--- config.mk ---
export PLATFORM = sky130hd
export DESIGN_NAME = btn_event_arbiter_flat
export DESIGN_NICKNAME = d
export VERILOG_FILES = /design/src/rtl/btn_pkg.sv /design/src/rtl/btn_event_arbiter_if.sv /design/src/rtl/rr_arbiter.sv /design/src/rtl/btn_event_arbiter.sv /design/src/flat_wrapper.sv
export SDC_FILE = /design/constraint.sdc
export NUM_CORES = 1
export LEC_CHECK = 0
export CAP_MARGIN = 20
export CORE_UTILIZATION = 38
export CTS_CLUSTER_DIAMETER = 40
export DETAILED_ROUTE_END_ITERATION = 16
export REMOVE_ABC_BUFFERS = 1
export SYNTH_ARGS = -nofsm -noshare
export SYNTH_HDL_FRONTEND = slang
export SYNTH_SLANG_ARGS = --single-unit
--- constraint.sdc ---
create_clock -name clk -period 7.3 [get_ports clk]
set_input_delay 0.73 -clock clk [delete_from_list [all_inputs] [get_ports clk]]
set_output_delay 0.73 -clock clk [all_outputs]
set_load 0.02 [all_outputs]
--- src/rtl/btn_pkg.sv ---
// rtl/btn_pkg.sv - shared event kinds, button state encoding and timing helper
package btn_pkg;

    localparam logic [1:0] EVT_PRESS  = 2'b00;
    localparam logic [1:0] EVT_LONG   = 2'b01;
    localparam logic [1:0] EVT_REPEAT = 2'b10;

    typedef enum logic [1:0] {
        ST_IDLE = 2'b00,
        ST_HELD = 2'b01,
        ST_LONG = 2'b10
    } btn_state_t;

    function automatic int unsigned ms_to_cycles(input int unsigned clk_hz, input int unsigned ms);
        return (clk_hz / 1000) * ms;
    endfunction

endpackage

--- src/rtl/btn_event_arbiter_if.sv ---
// rtl/btn_event_arbiter_if.sv - shared event channel between the arbiter and its consumer
interface btn_event_arbiter_if #(
    parameter int N_BTN = 4
);
    localparam int BW = (N_BTN > 1) ? $clog2(N_BTN) : 1;

    logic          evt_valid;
    logic          evt_ready;
    logic [BW-1:0] evt_btn;
    logic [1:0]    evt_kind;
    logic          drop_pulse;

    modport master (
        output evt_valid,
        output evt_btn,
        output evt_kind,
        output drop_pulse,
        input  evt_ready
    );

    modport slave (
        input  evt_valid,
        input  evt_btn,
        input  evt_kind,
        input  drop_pulse,
        output evt_ready
    );
endinterface

--- src/rtl/rr_arbiter.sv ---
// rtl/rr_arbiter.sv - round-robin grant over N requesters; pointer moves only on a taken grant
module rr_arbiter #(
    parameter int N  = 4,
    localparam int IW = $clog2(N)
) (
    input  logic          clk,
    input  logic          rst,
    input  logic [N-1:0]  req,
    input  logic          advance,
    output logic [N-1:0]  grant,
    output logic [IW-1:0] grant_idx
);

    logic [IW-1:0] ptr;
    logic          found;
    logic [IW-1:0] idx;
    int            cand;

    // Search starts at ptr and wraps; the first requester found wins.
    always_comb begin
        grant     = '0;
        grant_idx = '0;
        found     = 1'b0;
        idx       = '0;
        cand      = 0;
        for (int k = 0; k < N; k++) begin
            cand = int'(ptr) + k;
            if (cand >= N) begin
                cand = cand - N;
            end
            idx = IW'(cand);
            if (!found && req[idx]) begin
                found      = 1'b1;
                grant[idx] = 1'b1;
                grant_idx  = idx;
            end
        end
    end

    always_ff @(posedge clk or posedge rst) begin
        if (rst) begin
            ptr <= '0;
        end else if (advance && found) begin
            ptr <= (grant_idx == IW'(N - 1)) ? '0 : grant_idx + IW'(1);
        end
    end

endmodule

--- src/rtl/btn_event_arbiter.sv ---
// rtl/btn_event_arbiter.sv - per-button PRESS/LONG/REPEAT classifier sharing one event channel
module btn_event_arbiter
    import btn_pkg::*;
#(
    parameter int unsigned N_BTN     = 4,
    parameter int unsigned CLK_HZ    = 50_000_000,
    parameter int unsigned LONG_MS   = 1000,
    parameter int unsigned REPEAT_MS = 200
) (
    input  logic                 clk,
    input  logic                 rst,
    input  logic [N_BTN-1:0]     press_pulse,
    input  logic [N_BTN-1:0]     btn_stable,
    btn_event_arbiter_if.master  evt
);

    localparam int unsigned LONG_CNT = ms_to_cycles(CLK_HZ, LONG_MS);
    localparam int unsigned REP_CNT  = ms_to_cycles(CLK_HZ, REPEAT_MS);
    localparam int HW = $clog2(LONG_CNT + 1);
    localparam int RW = $clog2(REP_CNT + 1);
    localparam int IW = $clog2(N_BTN);

    logic [N_BTN-1:0] pend;
    logic [N_BTN-1:0] drop;
    logic [N_BTN-1:0] arb_grant;
    logic [N_BTN-1:0] take;
    logic [1:0]       pend_kind [N_BTN];
    logic [IW-1:0]    grant_idx;
    logic             load;

    assign load = !evt.evt_valid || evt.evt_ready;
    assign take = arb_grant & {N_BTN{load}};

    for (genvar i = 0; i < N_BTN; i++) begin : g_btn
        btn_state_t    state;
        logic [HW-1:0] hold_cnt;
        logic [RW-1:0] rep_cnt;
        logic          pend_r;
        logic [1:0]    kind_r;
        logic          raise_l;
        logic [1:0]    kind_l;
        logic          hold_hit;
        logic          rep_hit;

        // Hits fire on the cycle whose increment would reach the target count.
        assign hold_hit = (hold_cnt == HW'(LONG_CNT - 1));
        assign rep_hit  = (rep_cnt == RW'(REP_CNT - 1));

        always_comb begin
            raise_l = 1'b0;
            kind_l  = EVT_PRESS;
            case (state)
                ST_IDLE: raise_l = press_pulse[i];
                ST_HELD: begin
                    raise_l = btn_stable[i] && hold_hit;
                    kind_l  = EVT_LONG;
                end
                ST_LONG: begin
                    raise_l = btn_stable[i] && rep_hit;
                    kind_l  = EVT_REPEAT;
                end
                default: raise_l = 1'b0;
            endcase
        end

        always_ff @(posedge clk or posedge rst) begin
            if (rst) begin
                state    <= ST_IDLE;
                hold_cnt <= '0;
                rep_cnt  <= '0;
            end else begin
                case (state)
                    ST_IDLE: begin
                        if (press_pulse[i]) begin
                            state    <= ST_HELD;
                            hold_cnt <= '0;
                        end
                    end
                    ST_HELD: begin
                        if (!btn_stable[i]) begin
                            state <= ST_IDLE;
                        end else begin
                            if (hold_cnt != HW'(LONG_CNT)) begin
                                hold_cnt <= hold_cnt + HW'(1);
                            end
                            if (hold_hit) begin
                                state   <= ST_LONG;
                                rep_cnt <= '0;
                            end
                        end
                    end
                    ST_LONG: begin
                        if (!btn_stable[i]) begin
                            state <= ST_IDLE;
                        end else if (rep_hit) begin
                            rep_cnt <= '0;
                        end else if (rep_cnt != RW'(REP_CNT)) begin
                            rep_cnt <= rep_cnt + RW'(1);
                        end
                    end
                    default: state <= ST_IDLE;
                endcase
            end
        end

        // A stored entry is only replaced when it is leaving through the grant this cycle.
        always_ff @(posedge clk or posedge rst) begin
            if (rst) begin
                pend_r <= 1'b0;
                kind_r <= EVT_PRESS;
            end else if (raise_l && (!pend_r || take[i])) begin
                pend_r <= 1'b1;
                kind_r <= kind_l;
            end else if (take[i]) begin
                pend_r <= 1'b0;
            end
        end

        assign drop[i]      = raise_l && pend_r && !take[i];
        assign pend[i]      = pend_r;
        assign pend_kind[i] = kind_r;
    end

    rr_arbiter #(
        .N (N_BTN)
    ) u_rr_arbiter (
        .clk       (clk),
        .rst       (rst),
        .req       (pend),
        .advance   (load),
        .grant     (arb_grant),
        .grant_idx (grant_idx)
    );

    always_ff @(posedge clk or posedge rst) begin
        if (rst) begin
            evt.evt_valid  <= 1'b0;
            evt.evt_btn    <= '0;
            evt.evt_kind   <= EVT_PRESS;
            evt.drop_pulse <= 1'b0;
        end else begin
            evt.drop_pulse <= |drop;
            if (load) begin
                evt.evt_valid <= |pend;
                if (|pend) begin
                    evt.evt_btn  <= grant_idx;
                    evt.evt_kind <= pend_kind[grant_idx];
                end
            end
        end
    end

endmodule

--- src/flat_wrapper.sv ---
// flat-port wrapper written by rule: the top's interface ports become plain ports
module btn_event_arbiter_flat import btn_pkg::*;
#(
    parameter int unsigned N_BTN     = 4,
    parameter int unsigned CLK_HZ    = 50_000_000,
    parameter int unsigned LONG_MS   = 1000,
    parameter int unsigned REPEAT_MS = 200
)
  (clk, rst, press_pulse, btn_stable, evt_evt_valid, evt_evt_btn, evt_evt_kind, evt_drop_pulse, evt_evt_ready);
  btn_event_arbiter_if #(.N_BTN(N_BTN)) evt_i ();
  input  logic clk;
  input  logic rst;
  input  logic [N_BTN-1:0] press_pulse;
  input  logic [N_BTN-1:0] btn_stable;
  output wire logic [$bits(evt_i.evt_valid)-1:0] evt_evt_valid;
  output wire logic [$bits(evt_i.evt_btn)-1:0] evt_evt_btn;
  output wire logic [$bits(evt_i.evt_kind)-1:0] evt_evt_kind;
  output wire logic [$bits(evt_i.drop_pulse)-1:0] evt_drop_pulse;
  input wire logic [$bits(evt_i.evt_ready)-1:0] evt_evt_ready;
  assign evt_evt_valid = evt_i.evt_valid;
  assign evt_evt_btn = evt_i.evt_btn;
  assign evt_evt_kind = evt_i.evt_kind;
  assign evt_drop_pulse = evt_i.drop_pulse;
  assign evt_i.evt_ready = evt_evt_ready;
  btn_event_arbiter #(.N_BTN(N_BTN), .CLK_HZ(CLK_HZ), .LONG_MS(LONG_MS), .REPEAT_MS(REPEAT_MS)) u_core (.clk(clk), .rst(rst), .press_pulse(press_pulse), .btn_stable(btn_stable), .evt(evt_i));
endmodule
==> results.txt, run 1 <==
Slew @ Worst Pin: 1.03 ns
status: completed
CORE AREA: 34900 sq um
Rows: 68
synthesized flop and latch total: 228
DRC Markers: 0
chip height: 191 um
Max Freq: 0.261 GHz
Final #Nets: 1606
Pleak: 6.38 nW
post-CTS sizing: 0
Post-synth ARST share: 1.00
Yosys top cell area share: 0.420
Hold Fails Final Rpt: 0
layout cells sized above 1: 0.0688
die width: 191 um
crit path max fanout: 22
RSZ-0062 raised after global routing: no
Tot GR Track Use: 0.175
Syn Std Cell Area: 13600 sq um
CTS tree: done
skew final: 0.0129 ns
Layout area overhead: 15.4%
Final Power: 4.88 mW
DRT Pass-1 Iters: 7
Slew HR: 0.313
Synth area leader: dfrtp_1
min setup slack post-route: 3.47 ns
top_reg_cell synth: dfrtp_1
Post-synth EDFFs: 0
power per cell area: 311 nW/um^2
total global routing overflow: 0
MaxCap Viol Count: 0
post-DR vias/cell: 5.56
Core Util, Final: 0.449
Worst Hold Class: reg -> reg
clk slew on worst S/H paths: 0.05 ns
CTS Buf Count: 40
Worst VDD drop: 178 uV
RD Place Congestion: 0.809
post-layout min period: 3.83 ns
count leader, synth: dfrtp_1
number of global-route vias before repair: 10938
Post-Place Worst Slack: 3.48 ns
cts hold-fix bufs: 0
diode count: 0
Root Driver: clkbuf_16
ANT nets after route: 0
synthesized area per cell: 8.83 sq um
fin cells: 2039
Synth area leaders: dfrtp_1 (42%), nor2_1 (4.4%), xnor2_1 (3.8%), ha_1 (3.8%), nand2_1 (3.6%)
Gate Count Post-Synth: 1539
CP Launch Type: flip-flop
DR vias: 11327
CP Class: reg -> reg
Iter 0 DRT Violations: 660
largest net degree at the start of global routing: 135
Max clock buf depth: 3
Seq/Total Area, Yosys: 0.420
CP arrival: 4.24 ns
drt wl/cell: 15.0 um
cell count after placement: 1967
antenna violations before repair: 0
dpl hpwl: 20200 um
Synth top cells by count: dfrtp_1 (228), nor2_1 (160), nand2_1 (131)
Final Setup Violations: 0
worst-skew pair later-pin latency: 0.53 ns
first-pass GRT wire length: 53700 um
CP endpoint kind: flip-flop
I/O pins: 17
period utilization: 0.525
final wirelength: 30700 um
Setup Buffers After CTS: 0
H-tree depth: 2
die area: 36500 sq um
WP data required: 7.71 ns
synth warn: 0
IO buf count: 16
Clock Sinks: 228
setup total negative slack: 0 ns
Synth cell types: 71
Max Slew Vio Count: 0
Starting Density: 0.389
## state kept, by name, summed over array words and instances (netlist names)
| signal | count |
|---|---|
| u_core.g_btn.pend_r | 4 |
| u_core.g_btn.state | 8 |
| u_core.g_btn.kind_r | 8 |
| u_core.g_btn.hold_cnt | 104 |
| u_core.evt.evt_kind | 2 |
| u_core.u_rr_arbiter.ptr | 2 |
| u_core.evt.evt_valid | 1 |
| u_core.evt.evt_btn | 2 |
| u_core.evt.drop_pulse | 1 |
| u_core.g_btn.rep_cnt | 96 |
## metrics by stage
step	hold slack (ns)	cell area (sq um)
after floorplan	0.440	13400
after global placement	0.484	14200
after detailed placement	0.484	14200
after CTS	0.495	15700
after global routing	0.507	15700
final	0.497	15700
## cell usage in the layout, fill, tap and decap left out, types with 12 or more instances in the layout
cell | netlist | layout
buf_4 | 0 | 12
clkbuf_16 | 0 | 42
o21ai_0 | 91 | 91
ha_1 | 41 | 41
and4_1 | 20 | 20
or3_1 | 35 | 35
o31ai_1 | 25 | 24
inv_1 | 81 | 80
a21oi_1 | 71 | 71
dfrtp_1 | 228 | 228
and2_1 | 12 | 12
nor2_1 | 160 | 160
nand2_1 | 131 | 131
mux2i_1 | 14 | 14
nor4b_1 | 15 | 15
and3_1 | 26 | 26
nor4_1 | 46 | 46
nand3_1 | 79 | 79
or4_1 | 21 | 21
clkdlybuf4s50_1 | 0 | 16
nand4_1 | 75 | 75
xnor2_1 | 59 | 59
nor3_1 | 57 | 56
nor4bb_1 | 12 | 12
xor2_1 | 46 | 46
nand2b_1 | 16 | 16
## critical path: stages, from the launching register on
cell and delay, ns:
dfrtp_1 0.79, inv_1 0.32, ha_1 0.46, mux4_2 0.60, or3_4 0.37, a2111oi_4 0.42
a221o_1 0.26, and2b_1 0.16, mux2_2 0.33
## per-layer routing
metal  vias up  GRT usage  part of all wire
li1       5634          -                 -
met1      5483      0.247              0.50
met2       158      0.268              0.45
met3        52     0.0323             0.037
met4         0     0.0549             0.021
met5         -          0                 0
## cells by family after synthesis
logic type               synth area share
AND/OR/NAND/NOR                     0.294
AO/OA/AOI/OAI                       0.119
flip-flops                          0.420
buffers and inverters              0.0390
XOR/XNOR                           0.0677
adder cells (fa/ha/maj)            0.0378
multiplexers                       0.0222
## worst paths after layout
kind | startpoint | end | slack (ns) | depth (start not counted)
setup / recovery | u_core.u_rr_arbiter.ptr[0]$_DFFE_PP0P_ | u_core.g_btn[1].kind_r[0]$_DFFE_PP0P_ | 3.47 | 8
hold / removal | u_core.g_btn[0].rep_cnt[23]$_DFFE_PP0P_ | u_core.g_btn[0].rep_cnt[23]$_DFFE_PP0P_ | 0.50 | 1
setup reg to reg | u_core.u_rr_arbiter.ptr[0]$_DFFE_PP0P_ | u_core.g_btn[1].kind_r[0]$_DFFE_PP0P_ | 3.47 | 8
hold reg to reg | u_core.g_btn[0].rep_cnt[23]$_DFFE_PP0P_ | u_core.g_btn[0].rep_cnt[23]$_DFFE_PP0P_ | 0.50 | 1
max in group asynchronous | rst | u_core.g_btn[3].hold_cnt[24]$_DFFE_PP0P_ | 5.43 | 3
min in group asynchronous | rst | u_core.g_btn[2].hold_cnt[15]$_DFFE_PP0P_ | 0.72 | 2
## final cells by class
cell class / count / area [sq um]
fillers: 3400 / 19200
well taps: 455 / 569
flip-flops and latches: 228 / 5710
repair buffers: 30 / 282
multi-input cells: 1173 / 7380
clock buffers: 52 / 1120
clock inverters: 20 / 315
inverters: 81 / 312
## power by group
part	switching (mW)	internal (mW)
clock	0.662	1.33
sequential	0.131	1.36
combinational	0.905	0.485
total	1.70	3.18
(Power assumes the default switching activity.)
==> run 2, diff against run 1 <==
==> constraint.sdc (replaced) <==
create_clock -name clk -period 3.6 [get_ports clk]
set_input_delay 0.36 -clock clk [delete_from_list [all_inputs] [get_ports clk]]
set_output_delay 0.36 -clock clk [all_outputs]
set_load 0.02 [all_outputs]
==> results.txt, run 2 (synthesized netlist as in run 1, its figures left out) <==
first-pass GRT wire length: 55100 um (+2.6%)
RD Place Congestion: 0.865 (+6.9%)
CP Class: reg -> reg
reg2reg end: u_core.g_btn[1].kind_r[0]$_DFFE_PP0P_
die width: 191 um (unchanged)
Clock Sinks: 228 (unchanged)
number of global-route vias before repair: 11268 (+3.0%)
CORE AREA: 34900 sq um (unchanged)
IO buf count: 16 (unchanged)
fin cells: 2056 (+0.83%)
r2r worst-path depth: 8 (unchanged)
Pleak: 6.49 nW (+1.7%)
period utilization: 0.942 (+0.417)
chip height: 191 um (unchanged)
Hold Fails Final Rpt: 0 (unchanged)
Slew HR: 0.340 (+0.0273)
largest register by flop count: u_core.g_btn.hold_cnt
post-layout min period: 3.39 ns (-0.442 ns)
CP Launch Type: flip-flop
status: completed
Root Driver: clkbuf_16
cts hold-fix bufs: 0 (unchanged)
Layout area overhead: 16.5%
worst-skew pair later-pin latency: 0.55 ns (+0.02 ns)
Rows: 68 (unchanged)
drt wl/cell: 15.2 um (+0.93%)
Worst VDD drop: 470 uV (+160%)
most frequent cells in the layout: dfrtp_1 (228), nor2_1 (160), nand2_1 (131)
Max Freq: 0.295 GHz (+13%)
total global routing overflow: 0 (unchanged)
Final Setup Violations: 0 (unchanged)
post-CTS sizing: 0 (unchanged)
CP arrival: 3.81 ns (-0.43 ns)
hold_ws: 0.269 ns (-0.228 ns)
MaxCap Viol Count: 0 (unchanged)
clk slew on worst S/H paths: 0.05 ns (about the same)
Regs by FF count: u_core.g_btn.hold_cnt x104, u_core.g_btn.rep_cnt x96
CTS tree: done
largest net degree at the start of global routing: 69 (-49%)
I/O pins: 17 (unchanged)
post-DR vias/cell: 5.60 (+0.74%)
Starting Density: 0.389 (unchanged)
Worst R2R Setup Slack: 0.21 ns (-3.26 ns)
diode count: 0 (unchanged)
max reg flops: 104 (unchanged)
worst r2r src: u_core.u_rr_arbiter.ptr[1]$_DFFE_PP0P_
H-tree depth: 2 (unchanged)
Max clock buf depth: 3 (unchanged)
dpl hpwl: 21000 um (+3.9%)
cell count after placement: 1978 (+0.56%)
CTS Buf Count: 43 (+7.5%)
layout cells sized above 1: 0.0818 (+0.0130)
Setup Buffers After CTS: 0 (unchanged)
area of the multi-input gates: 7380 sq um (unchanged)
final wirelength: 31200 um (+1.8%)
DRT Pass-1 Iters: 5 (-2)
skew final: 0.0177 ns (+0.00478 ns)
Slew @ Worst Pin: 0.990 ns (-0.0410 ns)
most common cell after layout, fill and taps aside: dfrtp_1
ANT nets after route: 0 (unchanged)
crit path max fanout: 7 (-68%)
Tot GR Track Use: 0.180 (+0.00532)
Iter 0 DRT Violations: 647 (-2.0%)
DRC Markers: 0 (unchanged)
WP data required: 4.02 ns (-3.69 ns)
Worst Hold Class: in -> async
power per cell area: 632 nW/um^2 (+100%)
DR vias: 11506 (+1.6%)
sequential cell area: 5710 sq um (unchanged)
Final #Nets: 1620 (+0.87%)
antenna violations before repair: 1 (+1)
Max Slew Vio Count: 0 (unchanged)
die area: 36500 sq um (unchanged)
Fillers: 3345 (-1.6%)
CP endpoint kind: flip-flop
setup total negative slack: 0 ns (unchanged)
RSZ-0062 raised after global routing: no
run 2: cell count changes in the layout (fill, tap and decap cells not counted), sizes merged:
cell / delta
bufinv: -2
buf: +11
clkbuf: -3
clkinvlp: -3
inv: +3
clkinv: +11
run 2: power breakdown:
group / internal, mW / total, mW / switching (mW)
logic: 1.03 / 2.88 / 1.85
registers: 2.77 / 3.01 / 0.247
clock network: 2.67 / 4.10 / 1.43
run 2: worst max-delay path by stage:
| stage | slack [ns] | start | cells after the start | to |
|---|---|---|---|---|
| after floorplan | -3.01 | rst | 1 | u_core.evt.drop_pulse$_DFF_PP0_ |
| after global placement | 0.38 | u_core.u_rr_arbiter.ptr[1]$_DFFE_PP0P_ | 8 | u_core.g_btn[1].kind_r[0]$_DFFE_PP0P_ |
| after detailed placement | 0.28 | u_core.u_rr_arbiter.ptr[1]$_DFFE_PP0P_ | 8 | u_core.g_btn[1].kind_r[0]$_DFFE_PP0P_ |
| after CTS | 0.25 | u_core.u_rr_arbiter.ptr[1]$_DFFE_PP0P_ | 8 | u_core.g_btn[1].kind_r[0]$_DFFE_PP0P_ |
| after global routing | 0.02 | u_core.u_rr_arbiter.ptr[1]$_DFFE_PP0P_ | 8 | u_core.g_btn[1].kind_r[0]$_DFFE_PP0P_ |
| final | 0.21 | u_core.u_rr_arbiter.ptr[1]$_DFFE_PP0P_ | 8 | u_core.g_btn[1].kind_r[0]$_DFFE_PP0P_ |
run 2: per-stage QoR:
| stage | total power [mW] | cell area [sq um] | worst slack (ns) | util |
|---|---|---|---|---|
| 3_5_place_dp | 5.94 | 14300 | 0.278 | 0.411 |
| 2_1_floorplan | 4.97 | 13400 | -3.01 | - |
| 5_1_grt | 10.6 | 15800 | 0.0190 | 0.454 |
| 6_report | 10.0 | 15800 | 0.207 | 0.454 |
| 3_3_place_gp | 5.89 | 14300 | 0.380 | 0.411 |
| 4_1_cts | 10.1 | 15800 | 0.252 | 0.454 |
run 2: layout make-up:
class | count | share of cell area
inverter | 81 | 0.0197
clock buffer | 49 | 0.0726
multi-input combinational | 1173 | 0.466
timing repair buffer | 41 | 0.0243
clock inverter | 29 | 0.0208
sequential | 228 | 0.360
tap | 455 | 0.0360
run 2: per-layer routing:
metal	track usage	vias up	wire length (um)
met5	0	-	11
met1	0.250	5593	15400
met4	0.0614	2	607
met2	0.281	196	14000
met3	0.0307	47	1260
li1	-	5668	-
run 2: critical path, stage by stage, from the launching register on:
cell	delay, ns
dfrtp_1	0.49
inv_1	0.19
ha_1	0.41
mux4_2	0.61
or3_4	0.38
a2111oi_4	0.42
a221o_1	0.26
and2b_1	0.17
mux2_2	0.33
